===== config.mk =====
export PLATFORM = sky130hd
export DESIGN_NAME = fmul_share_ctrl
export DESIGN_NICKNAME = d
export VERILOG_FILES = /design/src/rtl/fmul_share_ctrl.sv
export SDC_FILE = /design/constraint.sdc
export NUM_CORES = 1
export LEC_CHECK = 0
export ABC_AREA = 1
export BUFFER_PORTS_ARGS = -buffer_cell sky130_fd_sc_hd__clkbuf_2
export CORE_AREA = 2 2 165 167
export CTS_BUF_LIST = sky130_fd_sc_hd__clkbuf_16
export DETAILED_ROUTE_END_ITERATION = 8
export DIE_AREA = 0 0 167 169
export SYNTH_ARGS = -nofsm -noshare
export SYNTH_HDL_FRONTEND = slang
export SYNTH_SLANG_ARGS = --single-unit

===== constraint.sdc =====
create_clock -name clk -period 6.3 [get_ports clk]
set_clock_uncertainty 0.15 [all_clocks]
set_input_delay 1.575 -clock clk [delete_from_list [all_inputs] [get_ports clk]]
set_output_delay 1.575 -clock clk [all_outputs]
set_load 0.02 [all_outputs]

===== src/rtl/fmul_share_ctrl.sv =====
// fmul_share_ctrl: round-robin sharing of one fixed-latency FP multiplier among NUM_REQ requesters
module fmul_share_ctrl #(
   parameter int NUM_REQ     = 4,
   parameter int MUL_LATENCY = 8,
   parameter int CNT_W       = 16
) (
   input  logic                     clk,
   input  logic                     rst,
   input  logic [NUM_REQ-1:0]       req_valid,
   output logic [NUM_REQ-1:0]       req_ready,
   input  logic [32*NUM_REQ-1:0]    req_a,
   input  logic [32*NUM_REQ-1:0]    req_b,
   output logic [NUM_REQ-1:0]       rsp_valid,
   input  logic [NUM_REQ-1:0]       rsp_ready,
   output logic [31:0]              rsp_z,
   output logic                     mul_rst,
   output logic [31:0]              mul_a,
   output logic [31:0]              mul_b,
   input  logic [31:0]              mul_z,
   output logic                     busy,
   output logic [CNT_W-1:0]         op_count
);
   localparam int IW = $clog2(NUM_REQ);
   localparam int WW = $clog2(MUL_LATENCY) + 1;
   localparam logic [IW-1:0] LAST_RST = IW'(NUM_REQ - 1);
   localparam logic [WW-1:0] WAIT_END = WW'(MUL_LATENCY - 1);

   typedef enum logic [1:0] {IDLE, LAUNCH, WAIT, RESP} state_t;

   state_t state, state_nx;
   logic [IW-1:0] last_grant, grant, cur;
   logic found;
   logic [WW-1:0] wait_cnt;

   // round-robin pick: scanning downward lets the nearest index after last_grant win
   always_comb begin
      grant = '0;
      found = 1'b0;
      for (int k = NUM_REQ; k >= 1; k--) begin
         if (req_valid[IW'((int'(last_grant) + k) % NUM_REQ)]) begin
            grant = IW'((int'(last_grant) + k) % NUM_REQ);
            found = 1'b1;
         end
      end
   end

   // next-state sequencing of one multiply at a time
   always_comb begin
      state_nx = state;
      case (state)
         IDLE:    state_nx = found ? LAUNCH : IDLE;
         LAUNCH:  state_nx = WAIT;
         WAIT:    state_nx = (wait_cnt == WAIT_END) ? RESP : WAIT;
         RESP:    state_nx = rsp_ready[cur] ? IDLE : RESP;
         default: state_nx = IDLE;
      endcase
   end

   assign req_ready = (state == IDLE && found) ? (NUM_REQ'(1) << grant) : '0;
   assign rsp_valid = (state == RESP) ? (NUM_REQ'(1) << cur) : '0;
   assign mul_rst   = (state != WAIT);
   assign busy      = (state != IDLE);

   // state register
   always_ff @(posedge clk or posedge rst) begin
      if (rst) state <= IDLE;
      else     state <= state_nx;
   end

   // operand latch, latency timer, result capture and completion bookkeeping
   always_ff @(posedge clk or posedge rst) begin
      if (rst) begin
         mul_a      <= '0;
         mul_b      <= '0;
         cur        <= '0;
         last_grant <= LAST_RST;
         wait_cnt   <= '0;
         rsp_z      <= '0;
         op_count   <= '0;
      end else begin
         if (state == IDLE && found) begin
            mul_a <= req_a[{grant, 5'd0} +: 32];
            mul_b <= req_b[{grant, 5'd0} +: 32];
            cur   <= grant;
         end
         wait_cnt <= (state == WAIT) ? wait_cnt + 1'b1 : '0;
         if (state == WAIT && wait_cnt == WAIT_END) rsp_z <= mul_z;
         if (state == RESP && rsp_ready[cur]) begin
            last_grant <= cur;
            op_count   <= op_count + 1'b1;
         end
      end
   end
endmodule


* Yosys cells after proc, flatten, opt, wreduce, memory -nomap -nowiden *
Index checks and enable logic that the tools add are counted.

storage, ports and cells
  flip-flop bits (word level) = 122
  input port bits = 298
  output and inout bits = 122
  logic and storage cells = 62

operators by class
  add/sub/neg operators = 6
  $lt $le $gt $ge = 5
  eq/ne operators = 5
  shift operators = 4
  muxes and demuxes = 29
  reduce and logical (&&, ||, !) cells = 5

operators by type and width
  kind                                                 count
  indexed part select 128 x 8 -> 32 bit                2
  adder 16 x 1 -> 16 bit (second input constant)       1
  < comparator 2 x 4 -> 1 bit (second input constant)  4
  two-way mux 1 bit                                    15
  two-way mux 4 bit                                    3
  binary-select mux 1 bit (select 2 bit)               5
  two-way mux 2 bit                                    5
  one-hot mux 2 bit (4 select lines)                   1
  left shift 1 x 2 -> 4 bit (first input constant)     2
  adder 2 x 1 -> 2 bit (second input constant)         2
  adder 2 bit (second input constant)                  2
  adder 4 x 1 -> 4 bit (second input constant)         1
  == test 2 bit (second input constant)                2
  == test 4 x 3 -> 1 bit (second input constant)       1
  logical AND 1 bit                                    3
  < comparator 2 x 3 -> 1 bit (second input constant)  1
  == test 2 x 1 -> 1 bit (second input constant)       1
  logical NOT 2 bit                                    1
  != test 2 bit (second input constant)                1
  nonzero test 2 bit                                   1

* Longest topological paths before layout *
Gate-level depths: netlist of run 1.

  depth in word-level cells = 10
  mapped depth = 18
  gate-level depth less buffers = 15

* Least setup slack after synthesis of run 1 *
No wires, ideal clock.

  kind = input to output
  start point = input port req_valid[3]
  end point = output port req_ready[2]
  arrival = 2.946 ns
  required time = 4.575 ns
  slack = 1.629 ns
  cell stages on the path = 10
  buffers on the path = 2
  path through = inv_1 o21ai_1 nand2_1 nand2_1 nand4_1 nand2_1 inv_2 buf_2 buf_2 nor3_1

between the ends
  longest elaborated chain between the ends = 9
  elaborated cells between the ends (all ways) = 23
  classes of those cells = shift (1); mux (21); reduce/logical (1)

ends and longest elaborated chain
  element                                                                     RTL line  source
  start, declared                                                             9         input logic [NUM_REQ-1:0] req_valid,
  binary-select mux 1 bit (select 2 bit)                                      40        if (req_valid[IW'((int'(last_grant) + k) % NUM_REQ)]) begin
  two-way mux 1 bit (implied by the code) (2 in a row)                        40
  two-way mux 2 bit / two-way mux 1 bit (equally long branches) (4 in a row)  40
  left shift 1 x 2 -> 4 bit / logical AND 1 bit (equally long branches)       59        assign req_ready = (state == IDLE && found) ? (NUM_REQ'(1) << grant) : '0;
  two-way mux 4 bit *                                                         59
  end, declared                                                               10        output logic [NUM_REQ-1:0] req_ready,

Mark *: on every way between the ends. The rest lies on a longest branch, timed or not. The select of a mux whose other input is x is not followed.

* Final worst setup path of run 1 *
Ends and elaborated chain as after synthesis.

==> flow_summary.yaml, run 1 <==
status:
  status: "finished clean"
grt:
  grt_use_met2_pct: 33.3
  grt_overflow: 0
  antenna_found_initial: 0
  first_global_vias: 8594
  grt_pass1_wl_um: 44000
  grt_max_degree: 76
  grt_use_total_pct: 19.4
  grt.busiest_layer: "met2"
  use_met3_pct: 4.51
  grt_use_met1_pct: 24.2
finish:
  syn2layout_area_growth_pct: 35.2
  drive_above_1_share_pct: 31.5
  final_net_count: 1892
  antenna_cells: 0
  post-route-util_pct: 40.5
  fin_cells: 1945
place:
  place_congestion: 0.876
  numPortBuffers: 419
  dp_hpwl_um: 20000
  placed_cells: 1914
logic_synthesis:
  synth.distinct_cells: 28
  syn_inst: 1217
  synth_warnings: 0
  synth_area_sq_um: 7940
  synth_nets: 1517
  ys_seq_elements: 122
  yosysSeqAreaShare_pct: 38.5
  post_synth.cell_area_avg_sq_um: 6.53
timing:
  max-slew-margin-rel_pct: 44.0
  fin_setup_tns_ps: 0
  fin_crit_ps: 4980
  slew_violations: 0
  rsz0062_at_grt: "false"
  post-route-period-util_pct: 79.1
  fmax_ghz: 0.201
  hold_viol: 0
  setup_viol: 0
  tightestPinTransition_ps: 840
setup_path:
  cp-end-kind: "output pin"
  startpoint_type: "primary input"
  cp_max_fo: 29
  cp.required_ps: 4580
  reg2reg_depth: 14
  cp.arrival_ps: 3260
  critPathKind: "in2out"
clock_network:
  post_cts_resized: 0
  tritoncts: "built"
  postCtsSetupRepairBufs: 0
  clkTransAtPathRegs_ps: 60
  cts_sinks: 122
  ctsHtreeMaxLevel: 4
  cts_buffers: 17
  cts.path.max_buffers: 2
  clk_root_buffer_cell: "clkbuf_16"
  postCtsHoldBufs: 0
  clock_latency_ps: 410
floorplanning:
  fp.dieArea_sq_um: 28200
  die_h_um: 169
  io_pins: 420
  start_util_pct: 30.0
  rows: 60
  die_w_um: 167
  core_area_sq_um: 26500
drt:
  remaining_drc_errors: 0
  drt_wl_total_um: 27800
  vias_per_cell: 4.55
  drtIter0Drc: 367
  routedWlPerCell_um: 14.3
  vias: 8850
  ant_nets: 0
  dr.pass1.iters: 4
power_and_ir_drop:
  power.leakage_nw: 6.74
  irDropWorstVdd_mv: 0.392
  p_per_area_nw_per_um2: 606
run:
  drv_cap: 0
worst_hold_path:
  hp-class: "reg2reg"
  whs_path_depth: 2
cells in the final DEF (no fill, tap or decap), types with 2 or more instances in the layout:
cell       synthesis  layout
buf_4              8      12
clkbuf_16          0      17
clkbuf_2           0     419
clkinv_2           0       4
clkinv_4           0       4
dfrtp_1          120     120
dfstp_2            2       2
ha_1               2       2
inv_1            150     148
inv_2              2       3
inv_6              0       3
mux2_2            32      32
nand2_1          569     568
nand2_4            0       2
nand3_1          205     205
nand4_1            3       3
nor2_1            15      15
nor3_1             9       9
nor4_1             2       2
o21ai_0            6       6
xnor2_1            6       6
xor2_1            10      10
synthesized netlist by cell type:
| cell | n | share of area (%) |
|---|---|---|
| ha_1 | 2 | 0.31 |
| clkbuf_1 | 18 | 0.85 |
| nand3_1 | 205 | 13 |
| buf_6 | 5 | 0.71 |
| xnor2_1 | 6 | 0.66 |
| o21ai_1 | 1 | 0.063 |
| nand2_1 | 569 | 27 |
| buf_2 | 41 | 2.6 |
| buf_4 | 8 | 0.76 |
| inv_4 | 1 | 0.079 |
| buf_1 | 3 | 0.14 |
| xor2_1 | 10 | 1.1 |
| mux2_2 | 32 | 4.5 |
| nand2_2 | 2 | 0.16 |
| nand4_1 | 3 | 0.24 |
| nor3_1 | 9 | 0.57 |
| a21oi_1 | 1 | 0.063 |
| nand3_2 | 1 | 0.13 |
| a31oi_2 | 1 | 0.16 |
| nor4_1 | 2 | 0.16 |
| dfstp_2 | 2 | 0.66 |
| and2_4 | 1 | 0.11 |
| nor2_1 | 15 | 0.71 |
| dfrtp_1 | 120 | 38 |
| inv_2 | 2 | 0.095 |
| o211ai_1 | 1 | 0.095 |
| o21ai_0 | 6 | 0.38 |
| inv_1 | 150 | 7.1 |
per-layer routing:
metal	up-vias	wire, um
met3	42	1780
met4	0	643
met5	-	0
met1	4029	11900
li1	4480	-
met2	299	13400
kinds of logic after synthesis:
logic type / count (synthesis) / synth area share [%]
XOR/XNOR: 16 / 1.76
multiplexers: 32 / 4.54
adder cells (fa/ha/maj): 2 / 0.315
flip-flops: 122 / 38.5
AND/OR/NAND/NOR: 807 / 41.9
buffers and inverters: 228 / 12.3
AO/OA/AOI/OAI: 10 / 0.756
metrics by stage:
stage	hold slack [ps]	power [mW]	instance area [sq um]	worst slack [ps]
after floorplan	283	4.53	7940	1340
after global placement	303	5.60	10200	1290
after detailed placement	314	5.62	10200	1310
after CTS	331	6.58	10700	1310
after global routing	353	7.17	10700	1080
final	324	6.51	10700	1320
report_power, final:
group / internal (mW) / total (mW) / switching (mW)
registers: 1.14 / 1.35 / 0.211
logic: 1.31 / 4.23 / 2.91
clock network: 0.543 / 0.928 / 0.385
worst paths after layout:
kind                                            from               endpoint  slack [ps]
setup / recovery                        req_valid[3]           req_ready[2]        1320
hold / removal                 mul_b[26]$_DFFE_PP0P_  mul_b[26]$_DFFE_PP0P_         320
setup reg to reg           last_grant[0]$_DFFE_PP1P_  mul_a[20]$_DFFE_PP0P_        2980
hold reg to reg                mul_b[26]$_DFFE_PP0P_  mul_b[26]$_DFFE_PP0P_         320
max in group asynchronous                        rst  mul_b[15]$_DFFE_PP0P_        3690
min in group asynchronous                        rst   mul_b[9]$_DFFE_PP0P_        1120
critical path, stage by stage:
cell and delay [ps]:
clkbuf_2 70, inv_1 40, o21ai_1 200, inv_1 100, a31oi_4 690, inv_2 120, nor3_1 230, clkbuf_2 220
flip-flops by register name (all words and copies together), names as in the netlist:
signal and count:
mul_a 32, mul_b 32, rsp_z 32, op_count 16
wait_cnt 4, cur 2, last_grant 2, state 2
layout make-up:
| type | count | area (sq um) |
|---|---|---|
| clock inverters | 14 | 125 |
| multi-input cells | 867 | 3940 |
| flip-flops and latches | 122 | 3060 |
| well taps | 341 | 427 |
| inverters | 153 | 582 |
| fillers | 2886 | 15800 |
| repair buffers | 431 | 2190 |
| clock buffers | 17 | 425 |
(Power assumes the default switching activity.)
==> run 2, diff against run 1 <==
==> constraint.sdc (replaced) <==
create_clock -name clk -period 4.83 [get_ports clk]
set_clock_uncertainty 0.15 [all_clocks]
set_input_delay 1.2075 -clock clk [delete_from_list [all_inputs] [get_ports clk]]
set_output_delay 1.2075 -clock clk [all_outputs]
set_load 0.02 [all_outputs]
==> run 2 against run 1 <==
Compared with the run above:
- core utilization increased by 0.32 points
- sequential share of layout area decreased by 0.22 points
- die area unchanged
==> flow_summary.yaml, run 2 (synthesis results as in run 1) <==
power_and_ir_drop:
  internal_power_mw: 4.04
  switching_share_pct: 53.2
  pwr-share-comb_pct: 63.8
  clkPwrFrac_pct: 15.7
  irDropWorstVdd_mv: 0.433
  power.leakage_nw: 6.78
  p_sw_mw: 4.59
  p_per_area_nw_per_um2: 797
  seqPwrFrac_pct: 20.5
timing:
  rsz0062_at_grt: "false"
  post-route-period-util_pct: 81.2
  hold_viol: 0
  fin_setup_tns_ps: 0
  tightestPinTransition_ps: 912
  fin_crit_ps: 3920
  fmax_ghz: 0.255
  max-slew-margin-rel_pct: 39.2
  setup_viol: 0
  slew_violations: 0
finish:
  final_net_count: 1895
  antenna_cells: 0
  largest_registers: "mul_a x32, mul_b x32, rsp_z x32"
  drive_above_1_share_pct: 31.7
  post-route-util_pct: 40.8
  layout_commonest_cell: "nand2_1"
  syn2layout_area_growth_pct: 36.3
  final_cell_mix: "nand2_1 (568), clkbuf_2 (419), nand3_1 (205)"
floorplanning:
  io_pins: 420
  die_w_um: 167
  fp.dieArea_sq_um: 28200
  start_util_pct: 30.0
  core_area_sq_um: 26500
  die_h_um: 169
  rows: 60
setup_path:
  cp.arrival_ps: 2560
  startpoint_type: "primary input"
  cp_num_buf_inv: 5
  cpPeakStageDelay_ps: 300
  path_delay_family: "buffers and inverters"
  crit_chain: "clkbuf_2, inv_1, o21ai_1, inv_1, a31oi_4, buf_4, nand2_1, nor2_1, clkbuf_2"
  cp-end-kind: "output pin"
  cp.required_ps: 3470
  critPathKind: "in2out"
  cp_slowest_cell: "buf_4"
  cp_max_fo: 24
drt:
  vias_per_cell: 4.52
  vias: 8811
  dr.pass1.iters: 4
  drt_wl_total_um: 28000
  remaining_drc_errors: 0
  drtIter0Drc: 427
  ant_nets: 0
  routedWlPerCell_um: 14.3
place:
  dp_hpwl_um: 20200
  place_congestion: 0.872
  numPortBuffers: 419
clock_network:
  clk_root_buffer_cell: "clkbuf_16"
  cts_buffers: 17
  ctsHtreeMaxLevel: 4
  clock_latency_ps: 420
  tritoncts: "built"
  cts.path.max_buffers: 2
  postCtsSetupRepairBufs: 0
  post_cts_resized: 0
  postCtsHoldBufs: 0
  clkTransAtPathRegs_ps: 60
  cts_sinks: 122
run:
  drv_cap: 0
grt:
  antenna_found_initial: 0
  grt_pass1_wl_um: 44800
  grt_max_degree: 95
  first_global_vias: 8667
  grt_use_total_pct: 19.7
  grt_overflow: 0
status:
  status: "finished clean"
worst_hold_path:
  hp-class: "reg2reg"
run 2: cell types whose count changed in the layout (fill, tap and decap cells not counted), sizes merged:
cell,before,now
inv,156,161
clkinv,9,3
bufinv,1,3
buf,12,15
run 2: routing by layer:
metal	vias up	share of wire [%]	GRT usage [%]
met3	38	5.7	4.00
met1	4004	43	24.5
met2	280	49	34.2
met5	-	0	0
li1	4489	-	-
met4	0	2.2	6.30
run 2: worst reg2reg max path: cells and delay by family, from the launching register on:
kind,cells,cell delay [ps]
buffers and inverters,3,1280
DFF,1,630
and+or+nand+nor,12,1170
run 2: path summary, 6_finish.rpt:
kind,start,endpoint,slack [ps],depth (start not counted)
min in group asynchronous,rst,mul_b[4]$_DFFE_PP0P_,830,2
worst max-delay path,req_valid[3],req_ready[1],910,9
worst min register to register,mul_b[18]$_DFFE_PP0P_,mul_b[18]$_DFFE_PP0P_,330,2
worst max register to register,last_grant[0]$_DFFE_PP1P_,mul_a[26]$_DFFE_PP0P_,1480,15
worst min-delay path,mul_b[18]$_DFFE_PP0P_,mul_b[18]$_DFFE_PP0P_,330,2
max in group asynchronous,rst,rsp_z[15]$_DFFE_PP0P_,2890,3
run 2: layout make-up:
cell class / instances / area, sq um
inverters: 153 / 582
repair buffers: 434 / 2210
flip-flops and latches: 122 / 3060
multi-input cells: 867 / 3940
fillers: 2899 / 15700
clock inverters: 15 / 186
well taps: 341 / 427
clock buffers: 17 / 425
run 2: power groups by stage:
stage                     Combinational, mW  Clock (mW)  Sequential [mW]
after floorplan                        3.67           0             2.23
after global placement                 5.52           0             1.77
after detailed placement               5.57           0             1.78
after CTS                              5.58        1.40             1.77
after global routing                   6.25        1.44             1.83
final                                  5.51        1.36             1.77
run 2: per-stage QoR:
step / cell area [sq um] / hold slack (ps) / total power [mW] / std cells / setup slack, ps
finish: 10800 / 325 / 8.63 / 1949 / 909
CTS: 10800 / 332 / 8.75 / 1949 / 880
floorplan: 7940 / 283 / 5.91 / 1217 / 233
global route: 10800 / 344 / 9.52 / 1949 / 718
detailed placement: 10200 / 316 / 7.36 / 1917 / 885
global placement: 10200 / 303 / 7.29 / 1917 / 888
==> run 3, diff against run 2 <==
--- a/config.mk
+++ b/config.mk
@@ -7,10 +7,10 @@
 export LEC_CHECK = 0
 export ABC_AREA = 1
 export BUFFER_PORTS_ARGS = -buffer_cell sky130_fd_sc_hd__clkbuf_2
-export CORE_AREA = 2 2 165 167
+export CORE_AREA = 2 2 163 165
 export CTS_BUF_LIST = sky130_fd_sc_hd__clkbuf_16
 export DETAILED_ROUTE_END_ITERATION = 8
-export DIE_AREA = 0 0 167 169
+export DIE_AREA = 0 0 165 167
 export SYNTH_ARGS = -nofsm -noshare
 export SYNTH_HDL_FRONTEND = slang
 export SYNTH_SLANG_ARGS = --single-unit
==> constraint.sdc (replaced) <==
create_clock -name clk -period 3.4 [get_ports clk]
set_clock_uncertainty 0.15 [all_clocks]
set_input_delay 0.85 -clock clk [delete_from_list [all_inputs] [get_ports clk]]
set_output_delay 0.85 -clock clk [all_outputs]
set_load 0.02 [all_outputs]
==> run 3 against run 2 <==
Compared with the run above:
- wire length fell by 2.1%
- sequential share of layout area fell by 0.26 points
- clock power up 46%
- non-clock buffer count increased by 1
- core utilization rose by 1.6 points
- combinational power is 44% higher
- via count grew 1.2%
- global-route usage decreased by 0.15 points
- critical path type is now reg2out
- critical endpoint unchanged
==> flow_summary.yaml, run 3 (synthesis results as in run 1) <==
clock_network:
  postCtsHoldBufs: 0
  cts.path.max_buffers: 2
  clk_root_buffer_cell: "clkbuf_16"
  cts_sinks: 122
  cts_buffers: 17
  tritoncts: "built"
  clkTransAtPathRegs_ps: 60
  ctsHtreeMaxLevel: 4
  clock_latency_ps: 410
timing:
  max-slew-margin-rel_pct: 46.1
  fmax_ghz: 0.309
  slew_violations: 0
  fin_setup_tns_ps: 0
  rsz0062_at_grt: "false"
  hold_viol: 0
  tightestPinTransition_ps: 809
  fin_crit_ps: 3230
  post-route-period-util_pct: 95.1
  setup_viol: 0
status:
  status: "finished clean"
grt:
  grt_pass1_wl_um: 42700
  first_global_vias: 8425
  grt_max_degree: 129
  grt_overflow: 0
  antenna_found_initial: 1
  grt_use_total_pct: 19.5
worst_hold_path:
  min_from: "wait_cnt[0]$_DFF_PP0_"
  hold_path_end: "wait_cnt[0]$_DFF_PP0_"
  whs_path_depth: 1
  hp-class: "reg2reg"
drt:
  drt_wl_total_um: 27400
  dr.pass1.iters: 5
  drtIter0Drc: 413
  routedWlPerCell_um: 14.1
  ant_nets: 0
  vias_per_cell: 4.59
  vias: 8918
  remaining_drc_errors: 0
place:
  numPortBuffers: 419
  dp_hpwl_um: 20100
  placed_cells: 1911
  place_congestion: 0.835
finish:
  final_net_count: 1896
  fill_cells: 2777
  drive_above_1_share_pct: 31.8
  syn2layout_area_growth_pct: 37.6
  antenna_cells: 0
  post-route-util_pct: 42.4
  final_cell_mix: "nand2_1 (568), clkbuf_2 (417), nand3_1 (205)"
  layout_commonest_cell: "nand2_1"
  largest_registers: "mul_a x32, mul_b x32, rsp_z x32"
  fin_cells: 1944
setup_path:
  cp.arrival_ps: 2230
  cp_max_fo: 14
  crit_chain: "clkbuf_2, nand2_1, nand2_1, nand2_1, nand2_1, nand2_1, nand2_1, nand2_4, nand2_8, nand2_1, nor2_1, buf_2"
  r2r-end: "mul_a[22]$_DFFE_PP0P_"
  cp.required_ps: 2400
  cpPeakStageDelay_ps: 590
  critPathKind: "reg2out"
  startpoint_type: "flop"
  r2r-start: "last_grant[0]$_DFFE_PP1P_"
  reg2reg_depth: 15
  cp-end-kind: "output pin"
  cpMostUsedCell: "nand2_1"
  cp_slowest_cell: "dfstp_2"
  r2r_setup_slack_ps: 750
floorplanning:
  io_pins: 420
  rows: 59
  die_w_um: 165
  core_area_sq_um: 25800
  die_h_um: 167
  start_util_pct: 30.8
  fp.dieArea_sq_um: 27600
run:
  drv_cap: 0
power_and_ir_drop:
  p_per_area_nw_per_um2: 1140
  irDropWorstVdd_mv: 1.04
  power.leakage_nw: 6.82
## run 3: cell count changes in the layout (fill, tap and decap cells not counted), moves of 2 or more
cell        delta
buf_12         +5
clkbuf_2       -2
inv_6          -2
clkinv_2       -2
buf_4          -4
clkinvlp_4     +2
buf_2          +2
## run 3: worst max path at each step
stage	from	to	slack, ps	depth (start not counted)
after floorplan	req_valid[3]	req_ready[2]	180	10
after global placement	req_valid[3]	req_ready[1]	210	12
after detailed placement	req_valid[3]	req_ready[1]	200	12
after CTS	last_grant[0]$_DFFE_PP1P_	req_ready[2]	70	11
after global routing	last_grant[0]$_DFFE_PP1P_	req_ready[1]	3	12
final	last_grant[0]$_DFFE_PP1P_	req_ready[1]	170	12
## run 3: through the flow
| stage | power, mW | setup WS [ps] | instance area, sq um | hold slack [ps] |
|---|---|---|---|---|
| 2_1_floorplan | 8.39 | 179 | 7950 | 283 |
| 3_3_place_gp | 10.4 | 206 | 10300 | 300 |
| 3_5_place_dp | 10.5 | 198 | 10300 | 314 |
| 4_1_cts | 12.6 | 74.2 | 10900 | 327 |
| 5_1_grt | 13.6 | 2.73 | 10900 | 340 |
| 6_report | 12.4 | 167 | 10900 | 324 |
## run 3: cell type report
type	instances	area (sq um)	area share, %
Clock buffer	17	425	3.89
Sequential cell	122	3060	28.0
Tap cell	335	419	3.84
Inverter	153	581	5.31
Clock inverter	15	214	1.96
Multi-Input combinational cell	867	3950	36.2
Timing Repair Buffer	435	2280	20.9
## run 3: critical path, delay by kind of cell (launching register included)
family / cells / cell delay, ps
DFF: 1 / 590
and+or+nand+nor: 10 / 900
buffers and inverters: 2 / 330
## run 3: timing repair
| item | CTS | global route |
|---|---|---|
| endpoints found under the setup margin | 0 | 4 |
| endpoints found under the hold margin | 0 | 0 |
| buffers inserted | 0 | 1 |
| resized for setup | 0 | 8 |
## run 3: routing by layer
metal | global-route usage, % | wire length (um) | share of wire, %
met3 | 3.69 | 1740 | 6.3
met5 | 0 | 13 | 0.047
met1 | 24.0 | 11400 | 42
met4 | 6.50 | 559 | 2.0
met2 | 34.0 | 13700 | 50
## run 3: power by group
part	leakage [nW]	switching [mW]	internal (mW)	total, mW
clock	0.310	0.741	1.25	1.99
sequential	1.51	0.394	2.11	2.51
combinational	5.00	5.37	2.54	7.91
total	6.82	6.50	5.90	12.4
